--- config.mk ---
export PLATFORM = sky130hd
export DESIGN_NAME = ahb_lite_master
export DESIGN_NICKNAME = d
export VERILOG_FILES = /design/src/rtl/ahb_pkg.sv /design/src/rtl/ahb_burst_addr_gen.sv /design/src/rtl/ahb_lite_master.sv
export SDC_FILE = /design/constraint.sdc
export NUM_CORES = 1
export LEC_CHECK = 0
export ABC_AREA = 0
export CAP_MARGIN = 25
export CORE_MARGIN = 3
export CORE_UTILIZATION = 43
export CTS_CLUSTER_SIZE = 30
export DETAILED_ROUTE_END_ITERATION = 6
export PLACE_DENSITY = 0.91
export SLEW_MARGIN = 15
export SYNTH_ARGS = -nofsm -noshare
export SYNTH_HDL_FRONTEND = slang
export SYNTH_SLANG_ARGS = --single-unit
--- constraint.sdc ---
create_clock -name HCLK -period 3.6 [get_ports HCLK]
set_input_delay 1.08 -clock HCLK [delete_from_list [all_inputs] [get_ports HCLK]]
set_output_delay 1.08 -clock HCLK [all_outputs]
set_load 0.005 [all_outputs]
--- src/rtl/ahb_pkg.sv ---
// Shared AHB-Lite encodings, master FSM states and command helpers.
package ahb_pkg;

  localparam int unsigned ADDR_W  = 32;
  localparam int unsigned DATA_W  = 32;
  localparam int unsigned CNT_W   = 4;
  localparam int unsigned BEATS_W = 5;

  localparam logic [1:0] HTRANS_IDLE   = 2'b00;
  localparam logic [1:0] HTRANS_BUSY   = 2'b01;
  localparam logic [1:0] HTRANS_NONSEQ = 2'b10;
  localparam logic [1:0] HTRANS_SEQ    = 2'b11;

  localparam logic [2:0] HBURST_SINGLE = 3'b000;
  localparam logic [2:0] HBURST_INCR4  = 3'b011;
  localparam logic [2:0] HBURST_INCR8  = 3'b101;
  localparam logic [2:0] HBURST_INCR16 = 3'b111;

  localparam logic [2:0] HSIZE_WORD = 3'b010;

  typedef enum logic [2:0] {
    ST_IDLE,
    ST_ADDR,
    ST_BURST,
    ST_LASTDATA,
    ST_ERR,
    ST_REJECT
  } mst_state_t;

  typedef struct packed {
    logic [ADDR_W-1:0] addr;
    logic              write;
    logic [1:0]        len;
  } cmd_t;

  function automatic logic [BEATS_W-1:0] len_to_beats(input logic [1:0] len);
    case (len)
      2'b00:   return BEATS_W'(1);
      2'b01:   return BEATS_W'(4);
      2'b10:   return BEATS_W'(8);
      default: return BEATS_W'(16);
    endcase
  endfunction

  function automatic logic [2:0] len_to_hburst(input logic [1:0] len);
    case (len)
      2'b00:   return HBURST_SINGLE;
      2'b01:   return HBURST_INCR4;
      2'b10:   return HBURST_INCR8;
      default: return HBURST_INCR16;
    endcase
  endfunction

endpackage

--- src/rtl/ahb_burst_addr_gen.sv ---
// Burst address generator: start address, +4 per accepted beat, first/last flags
// and a 1KB boundary check on the command being loaded.
module ahb_burst_addr_gen
  import ahb_pkg::*;
(
  input  logic               HCLK,
  input  logic               HRESETn,
  input  logic               load,
  input  logic [ADDR_W-1:0]  load_addr,
  input  logic [BEATS_W-1:0] load_beats,
  input  logic               advance,
  output logic [ADDR_W-1:0]  addr,
  output logic               first_c,
  output logic               last_c,
  output logic               cross_c
);

  localparam int unsigned SPAN_W = 12;

  logic [ADDR_W-1:0] addr_q;
  logic [CNT_W-1:0]  cnt_q;
  logic [CNT_W-1:0]  last_idx_q;

  always_ff @(posedge HCLK) begin
    if (!HRESETn) begin
      addr_q     <= '0;
      cnt_q      <= '0;
      last_idx_q <= '0;
    end else if (load) begin
      addr_q     <= load_addr;
      cnt_q      <= '0;
      last_idx_q <= CNT_W'(load_beats - BEATS_W'(1));
    end else if (advance) begin
      addr_q <= addr_q + ADDR_W'(4);
      cnt_q  <= cnt_q + CNT_W'(1);
    end
  end

  assign addr    = addr_q;
  assign first_c = (cnt_q == '0);
  assign last_c  = (cnt_q == last_idx_q);
  // End of burst may touch the 1KB line but not pass it.
  assign cross_c = (SPAN_W'(load_addr[9:0]) + SPAN_W'({load_beats, 2'b00})) > SPAN_W'(1024);

endmodule

--- src/rtl/ahb_lite_master.sv ---
// AHB-Lite initiator: turns single commands into pipelined SINGLE/INCR4/8/16
// word transfers with wait-state and ERROR response handling.
module ahb_lite_master
  import ahb_pkg::*;
#(
  parameter logic [3:0] HPROT_VAL = 4'b0011,
  parameter logic       LOCKED    = 1'b0
) (
  input  logic              HCLK,
  input  logic              HRESETn,
  input  logic              cmd_valid,
  output logic              cmd_ready,
  input  logic [ADDR_W-1:0] cmd_addr,
  input  logic              cmd_write,
  input  logic [1:0]        cmd_len,
  input  logic [DATA_W-1:0] wdata,
  output logic              wdata_pop,
  output logic [DATA_W-1:0] rdata,
  output logic              rdata_valid,
  output logic              done,
  output logic              done_err,
  output logic              busy,
  output logic [ADDR_W-1:0] HADDR,
  output logic [2:0]        HBURST,
  output logic              HMASTLOCK,
  output logic [3:0]        HPROT,
  output logic [2:0]        HSIZE,
  output logic [1:0]        HTRANS,
  output logic              HWRITE,
  output logic [DATA_W-1:0] HWDATA,
  input  logic [DATA_W-1:0] HRDATA,
  input  logic              HREADY,
  input  logic              HRESP
);

  cmd_t               cmd;
  logic [BEATS_W-1:0] cmd_beats;

  mst_state_t        state_q, state_d;
  logic [1:0]        htrans_q, htrans_d;
  logic              hwrite_q, hwrite_d;
  logic [2:0]        hburst_q, hburst_d;
  logic [DATA_W-1:0] hwdata_q, hwdata_d;
  logic [DATA_W-1:0] rdata_q, rdata_d;
  logic              rdata_valid_q, rdata_valid_d;
  logic              done_q, done_d;
  logic              done_err_q, done_err_d;
  logic              busy_q, busy_d;
  logic              cmd_ready_q, cmd_ready_d;
  logic              discard_q, discard_d;

  logic              gen_load, gen_adv;
  logic [ADDR_W-1:0] gen_addr;
  logic              gen_first_c, gen_last_c, gen_cross_c;
  logic              wdata_pop_c;
  logic              in_addr_c, dp_c, err_c, good_rd_c, reject_c;

  assign cmd       = '{addr: cmd_addr, write: cmd_write, len: cmd_len};
  assign cmd_beats = len_to_beats(cmd.len);

  ahb_burst_addr_gen u_addr_gen (
    .HCLK       (HCLK),
    .HRESETn    (HRESETn),
    .load       (gen_load),
    .load_addr  (cmd.addr),
    .load_beats (cmd_beats),
    .advance    (gen_adv),
    .addr       (gen_addr),
    .first_c    (gen_first_c),
    .last_c     (gen_last_c),
    .cross_c    (gen_cross_c)
  );

  // A data phase is in flight whenever an earlier address of this command was accepted.
  assign in_addr_c = (state_q == ST_ADDR) || (state_q == ST_BURST);
  assign dp_c      = in_addr_c ? !gen_first_c
                               : ((state_q == ST_LASTDATA) || (state_q == ST_ERR));
  assign err_c     = dp_c && HRESP;
  assign good_rd_c = dp_c && HREADY && !HRESP && !hwrite_q && !discard_q && (state_q != ST_ERR);
  assign reject_c  = (cmd.addr[1:0] != 2'b00) || gen_cross_c;

  always_ff @(posedge HCLK) begin
    if (!HRESETn) begin
      state_q       <= ST_IDLE;
      htrans_q      <= HTRANS_IDLE;
      hwrite_q      <= 1'b0;
      hburst_q      <= HBURST_SINGLE;
      hwdata_q      <= '0;
      rdata_q       <= '0;
      rdata_valid_q <= 1'b0;
      done_q        <= 1'b0;
      done_err_q    <= 1'b0;
      busy_q        <= 1'b0;
      cmd_ready_q   <= 1'b1;
      discard_q     <= 1'b0;
    end else begin
      state_q       <= state_d;
      htrans_q      <= htrans_d;
      hwrite_q      <= hwrite_d;
      hburst_q      <= hburst_d;
      hwdata_q      <= hwdata_d;
      rdata_q       <= rdata_d;
      rdata_valid_q <= rdata_valid_d;
      done_q        <= done_d;
      done_err_q    <= done_err_d;
      busy_q        <= busy_d;
      cmd_ready_q   <= cmd_ready_d;
      discard_q     <= discard_d;
    end
  end

  always_comb begin
    state_d       = state_q;
    htrans_d      = htrans_q;
    hwrite_d      = hwrite_q;
    hburst_d      = hburst_q;
    hwdata_d      = hwdata_q;
    rdata_d       = rdata_q;
    rdata_valid_d = 1'b0;
    done_d        = 1'b0;
    done_err_d    = 1'b0;
    discard_d     = discard_q;
    gen_load      = 1'b0;
    gen_adv       = 1'b0;
    wdata_pop_c   = 1'b0;

    if (good_rd_c) begin
      rdata_d       = HRDATA;
      rdata_valid_d = 1'b1;
    end

    case (state_q)
      ST_IDLE: begin
        if (cmd_valid) begin
          if (reject_c) begin
            state_d    = ST_REJECT;
            done_d     = 1'b1;
            done_err_d = 1'b1;
          end else begin
            gen_load  = 1'b1;
            htrans_d  = HTRANS_NONSEQ;
            hwrite_d  = cmd.write;
            hburst_d  = len_to_hburst(cmd.len);
            discard_d = 1'b0;
            state_d   = ST_ADDR;
          end
        end
      end
      ST_ADDR, ST_BURST: begin
        if (err_c && !HREADY) begin
          // First cycle of a two-cycle error: withdraw the pending address.
          htrans_d = HTRANS_IDLE;
          state_d  = ST_ERR;
        end else if (HREADY) begin
          if (err_c) begin
            // Address taken alongside a single-cycle error: let it finish, drop its data.
            htrans_d  = HTRANS_IDLE;
            discard_d = 1'b1;
            state_d   = ST_ERR;
          end else begin
            if (hwrite_q) begin
              wdata_pop_c = 1'b1;
              hwdata_d    = wdata;
            end
            if (gen_last_c) begin
              htrans_d = HTRANS_IDLE;
              state_d  = ST_LASTDATA;
            end else begin
              gen_adv  = 1'b1;
              htrans_d = HTRANS_SEQ;
              state_d  = ST_BURST;
            end
          end
        end
      end
      ST_LASTDATA: begin
        if (HREADY) begin
          done_d     = 1'b1;
          done_err_d = HRESP;
          state_d    = ST_IDLE;
        end else if (HRESP) begin
          state_d = ST_ERR;
        end
      end
      ST_ERR: begin
        if (HREADY) begin
          done_d     = 1'b1;
          done_err_d = 1'b1;
          state_d    = ST_IDLE;
        end
      end
      ST_REJECT: begin
        state_d = ST_IDLE;
      end
      default: begin
        state_d  = ST_IDLE;
        htrans_d = HTRANS_IDLE;
      end
    endcase

    busy_d      = (state_d != ST_IDLE);
    cmd_ready_d = (state_d == ST_IDLE);
  end

  assign wdata_pop   = wdata_pop_c && HRESETn;
  assign cmd_ready   = cmd_ready_q;
  assign busy        = busy_q;
  assign rdata       = rdata_q;
  assign rdata_valid = rdata_valid_q;
  assign done        = done_q;
  assign done_err    = done_err_q;
  assign HADDR       = gen_addr;
  assign HTRANS      = htrans_q;
  assign HWRITE      = hwrite_q;
  assign HBURST      = hburst_q;
  assign HWDATA      = hwdata_q;
  assign HSIZE       = HSIZE_WORD;
  assign HPROT       = HPROT_VAL;
  assign HMASTLOCK   = LOCKED;

endmodule

==> run metrics, run 1 <==
Final WS setup 0.1398 ns; number of distinct library cells after synthesis 58; grt total ovfl 0; switching share of power 22.78%; CTS Buf Count 17; post-synthesis async set-or-reset flop share 0%; post-synthesis sequential area ratio 44.23%; CP Launch Type input port; Placer Congestion 0.8842; Ports 220; switching power total 0.7527 mW; root buf cell clkbuf_16; Synth area leader dfxtp_1; max_cap viols 0; Worst VDD drop 379.7 uV; unrepaired setup endpoints after global routing no; CP max FO 2; r2r startpoint u_addr_gen.cnt_q[0]; Final min period 3.460 ns; Min-Delay Path Class register to register; most frequent cells in the layout clkdlybuf4s50_1, nand2_1, dfxtp_1, a21oi_1, nor2_1; Cells after Synth 670; ANT nets after route 0; fmax 289.0 MHz; FILL cells 916; Clk network pwr share 46.5%; final WL 16020 um; DP Area 7546 um^2; Crit Path Class input port to output pin; initial core utilization 45.21%; clock transition at the registers of the reported paths 0.05 ns; maximum clock insertion buffer count 2; YS warnings 0; R2R Path End u_addr_gen.addr[18]; most common cell after layout, fill and taps aside clkdlybuf4s50_1; H-tree levels 4; Internal 2.552 mW; CTS Sinks 117; Fin. Hold Viols 0; DRT iter0 DRCs 377; arrival time worst endpoint 2.38 ns; EDFF count, synth 0; critical path required time 2.52 ns; placed instance count 1004; CTS tree built; Inserted Diodes 0; Vias 5498; DPL Wire Length 11410 um; GRT Util Overall 22.79%; die height 117.0 um; IO buf count 211; vias in the first global route 5092; area grow syn2layout 53.17%; Row Count 39; average cell area after synthesis 7.903 um^2; post-DR vias/cell 5.312; pre-CTS setup slack -0.1795 ns; Finished Core Util 69.25%; # Post-CTS Setup Buffers 0; Leak 2.851 nW; area share of the leading cell type in the synthesized netlist 44.23%; fin area 8110 um^2; Avg WL per Cell 15.47 um; Synth Register Bits 117; HP Start HWDATA[30]; crit path capture type output pin; Die ar. 13680 um^2; Slew @ Worst Pin 0.7526 ns; fraction of layout cells with a size suffix above 1 7.848%; largest net degree at the start of global routing 102; Synth area leaders dfxtp_1, nand2_1, a21oi_1; Post-synth top flop dfxtp_1; Reg2Reg Depth 10; insertion delay to the later sink of the worst-skew pair 0.41 ns; period utilisation layout 96.12%; Flop pwr share 41.3%; count of non-filler cells in the finished layout 1035; R2R Setup Slk 1.17 ns; hold endpoint HWDATA[30]; combinational fraction of design power 12.1%; core region area 11710 um^2; DRC 0; Pre-antenna DRT Iters 6; setup TNS 0 ns; max_slew headroom 48.53%; total power draw 3.305 mW; nets@finish 993; PwrDens 407.4 nW/um^2; status complete, no violations; hold_ws 0.4502 ns; Max Slew Vio Count 0; Hold Crit Depth 2; setup violators final 0; clock skew 0.007874 ns; initial antenna violation count 0; synthesized cell area 5295 um^2; first-pass GRT wire length 24730 um; Die Wd 117.0 um
repair_timing:
item                       in CTS  in global routing
gates resized for setup         1                  1
hold buffers                    0                  0
gates cloned                    0                  0
setup endpoints to repair       1                  1
cell type report:
class / count / area [um^2] / area share, %
multi-input cells: 498 / 2665 / 32.86
repair buffers: 237 / 2351 / 28.99
flip-flops and latches: 117 / 2342 / 28.88
clock buffers: 25 / 485.5 / 5.986
well taps: 143 / 178.9 / 2.206
clock inverters: 5 / 50.05 / 0.6171
inverters: 10 / 37.54 / 0.4628
routing by layer:
layer / global-route usage (%) / vias to the layer above / wire, um
li1: - / 2723 / -
met1: 27.41 / 2526 / 6624
met2: 37.88 / 220 / 7823
met3: 6.581 / 29 / 1188
met4: 10.09 / 0 / 380
met5: 0 / - / 0
flip-flops by register name, indices dropped and copies added (netlist names):
| signal | count |
|---|---|
| u_addr_gen.addr | 32 |
| HWDATA | 32 |
| HBURST | 3 |
| rdata_valid | 1 |
| u_addr_gen.cnt_q | 4 |
| HTRANS | 2 |
| state_q | 3 |
| discard_q | 1 |
| busy | 1 |
| HWRITE | 1 |
| u_addr_gen.last_idx_q | 2 |
| done | 1 |
| rdata | 32 |
| cmd_ready | 1 |
| done_err | 1 |
power by group through the flow:
stage               clock [mW]  sequential (mW)  combinational (mW)
floorplan                    0             1.38               0.178
global placement             0             1.39               0.389
detailed placement           0             1.39               0.393
CTS                       1.56             1.37               0.396
global route              1.61             1.37               0.435
finish                    1.54             1.37               0.401
worst max-delay path by stage:
stage / startpoint / to / slack (ns) / cells past startpoint
final: HREADY / wdata_pop / 0.14 / 6
after CTS: HREADY / wdata_pop / 0.07 / 6
after detailed placement: HREADY / wdata_pop / -0.18 / 6
after global routing: HREADY / wdata_pop / 0.03 / 6
after floorplan: HREADY / wdata_pop / 0.33 / 6
after global placement: HREADY / wdata_pop / -0.15 / 6
cells by family after synthesis:
group | count (synthesis) | synth area share (%)
XOR/XNOR | 18 | 2.977
multiplexers | 1 | 0.1890
buffers and inverters | 61 | 5.907
AND/OR/NAND/NOR | 287 | 24.17
flip-flops | 117 | 44.23
adder cells (fa/ha/maj) | 8 | 1.890
AO/OA/AOI/OAI | 176 | 20.49
other | 2 | 0.1418
cell usage after synthesis, drive strengths merged, types with 9 or more instances:
master and instances:
inv 10, xnor2 10, buf 19, nor3 9, a31oi 11, nor2 38
o21ai 12, nand2 167, nand3 23, a21oi 108, nand4 15, clkbuf 32
dfxtp 117
worst max-delay path, cell delays in order:
cell	delay (ns)
clkdlybuf4s50_1	0.48
nor2b_2	0.17
o211a_1	0.20
nand2_1	0.08
nor2_1	0.09
dlygate4sd2_1	0.28
(Power assumes the default switching activity.)
==> run 2: changes to the inputs <==
==> constraint.sdc (replaced) <==
create_clock -name HCLK -period 3.6 [get_ports HCLK]
set_input_delay 1.08 -clock HCLK [delete_from_list [all_inputs] [get_ports HCLK]]
set_output_delay 1.08 -clock HCLK [all_outputs]
set_load 0.05 [all_outputs]
==> run 2 against run 1 <==
  * Count of clock-buffer cells in the layout shrank 1
  * Critical endpoint unchanged
  * Largest cell class unchanged
  * Utilization increased by 0.17 points
  * Non-clock buffer count fell by 4
==> run metrics, run 2 (synthesized netlist as in run 1, its figures left out) <==
PwrDens 435.0 nW/um^2 (+6.8%); critical path required time 2.52 ns (about the same); Die Wd 117.0 um (unchanged); hold endpoint HWDATA[19]; DPL Wire Length 12100 um (+6.0%); initial antenna violation count 0 (unchanged); max_slew headroom 40.81% (-7.7 points); status complete, no violations; most common cell after layout, fill and taps aside clkdlybuf4s50_1; post-DR vias/cell 5.437 (+2.3%); total power draw 3.536 mW (+7.0%); area grow syn2layout 53.54%; crit path capture type output pin; fmax 289.2 MHz (about the same); # Post-CTS Setup Buffers 0 (unchanged); CTS Sinks 117 (unchanged); GRT Util Overall 23.49% (+0.70 points); unrepaired setup endpoints after global routing no; period utilisation layout 96.06% (about the same); setup violators final 0 (unchanged); Avg WL per Cell 16.27 um (+5.1%); Finished Core Util 69.42% (+0.17 points); initial core utilization 45.21% (unchanged); Inserted Diodes 0 (unchanged); Worst VDD drop 330.3 uV (-13%); largest net degree at the start of global routing 52 (-49%); slowest cell on the critical path clkdlybuf4s50_1; final WL 16810 um (+4.9%); r2r startpoint u_addr_gen.cnt_q[0]; Reg2Reg Depth 10 (unchanged); Placer Congestion 0.8422 (-4.8%); maximum clock insertion buffer count 2 (unchanged); cts hold-fix bufs 0 (unchanged); most frequent cells in the layout clkdlybuf4s50_1, nand2_1, dfxtp_1, a21oi_1, nor2_1; CP max FO 3 (+1); insertion delay to the later sink of the worst-skew pair 0.40 ns (about the same); Min-Delay Path Class register to register; Max Slew Vio Count 0 (unchanged); CTS tree built; max_cap viols 0 (unchanged); Slew @ Worst Pin 0.8654 ns (+0.1128 ns); Hold Crit Depth 2 (unchanged); die height 117.0 um (unchanged); fraction of layout cells with a size suffix above 1 7.978% (+0.13 points); Leak 2.841 nW (-0.37%); R2R Path End u_addr_gen.addr[29]; CP peak stage delay 0.49 ns (about the same); Crit Path Class input port to output pin; R2R Setup Slk 1.23 ns (+0.06 ns); DRC 0 (unchanged); Row Count 39 (unchanged); Fin. Hold Viols 0 (unchanged); Ports 220 (unchanged); first-pass GRT wire length 25620 um (+3.6%); CP Launch Type input port; grt total ovfl 0 (unchanged); Die ar. 13680 um^2 (unchanged); nets@finish 989 (-0.40%); Final min period 3.458 ns (-0.001886 ns); H-tree levels 4 (unchanged); CTS Buf Count 17 (unchanged); IO buf count 211 (unchanged); Vias 5616 (+2.1%); Post-CTS Resized 0 (-1); core region area 11710 um^2 (unchanged); clock skew 0.01107 ns (+0.003198 ns); root buf cell clkbuf_16; arrival time worst endpoint 2.38 ns (about the same); ANT nets after route 0 (unchanged); worst-path cell chain clkdlybuf4s50_1 -> nor2b_1 -> o211a_1 -> nand2_1 -> nor2_4 -> buf_12; vias in the first global route 5283 (+3.8%); clock transition at the registers of the reported paths 0.05 ns (about the same); Pre-antenna DRT Iters 6 (unchanged); HP Start HWDATA[19]; DRT iter0 DRCs 479 (+27%)
run 2: how the worst max path moves through the flow:
stage	start	to	slack [ns]	cells after the start
global route	HREADY	wdata_pop	0.02	6
global placement	cmd_len[0]	busy	0.05	11
detailed placement	cmd_len[0]	u_addr_gen.addr[29]	-0.06	11
floorplan	HREADY	wdata_pop	0.11	6
CTS	HREADY	wdata_pop	0.13	6
finish	HREADY	wdata_pop	0.14	6
run 2: report_power, final:
| group | total [mW] | internal, mW | switching (mW) |
|---|---|---|---|
| clock network | 1.66 | 1.09 | 0.574 |
| registers | 1.37 | 1.33 | 0.0393 |
| logic | 0.504 | 0.224 | 0.280 |
run 2: layer usage:
layer	GRT usage (%)	wire (um)	vias to the layer above
li1	-	-	2724
met1	28.02	6539	2610
met2	40.69	8580	260
met3	6.375	1490	22
met4	8.257	197	0
met5	0	0	-
run 2: layout make-up:
class | count | area (um^2)
well taps | 143 | 178.9
inverters | 10 | 37.54
fillers | 914 | 3581
multi-input cells | 498 | 2670
clock inverters | 8 | 97.59
flip-flops and latches | 117 | 2342
clock buffers | 24 | 491.7
repair buffers | 233 | 2312
run 2: critical path: cells and delay by family:
family          cells  cell delay [ns]
compound gates      1             0.21
simple gates        3             0.45
buf+inv             2             0.63
run 2: through the flow:
stage | setup WS (ns) | hold WS [ns] | cells | cell area (um^2) | TNS, ns
2_1_floorplan | 0.1061 | 0.4383 | 676 | 5325 | 0
3_3_place_gp | 0.04953 | 0.4411 | 1001 | 7541 | 0
3_5_place_dp | -0.05653 | 0.4460 | 1001 | 7541 | -0.6579
4_1_cts | 0.1270 | 0.4529 | 1033 | 8130 | 0
5_1_grt | 0.02408 | 0.4679 | 1033 | 8130 | 0
6_report | 0.1417 | 0.4506 | 1033 | 8130 | 0
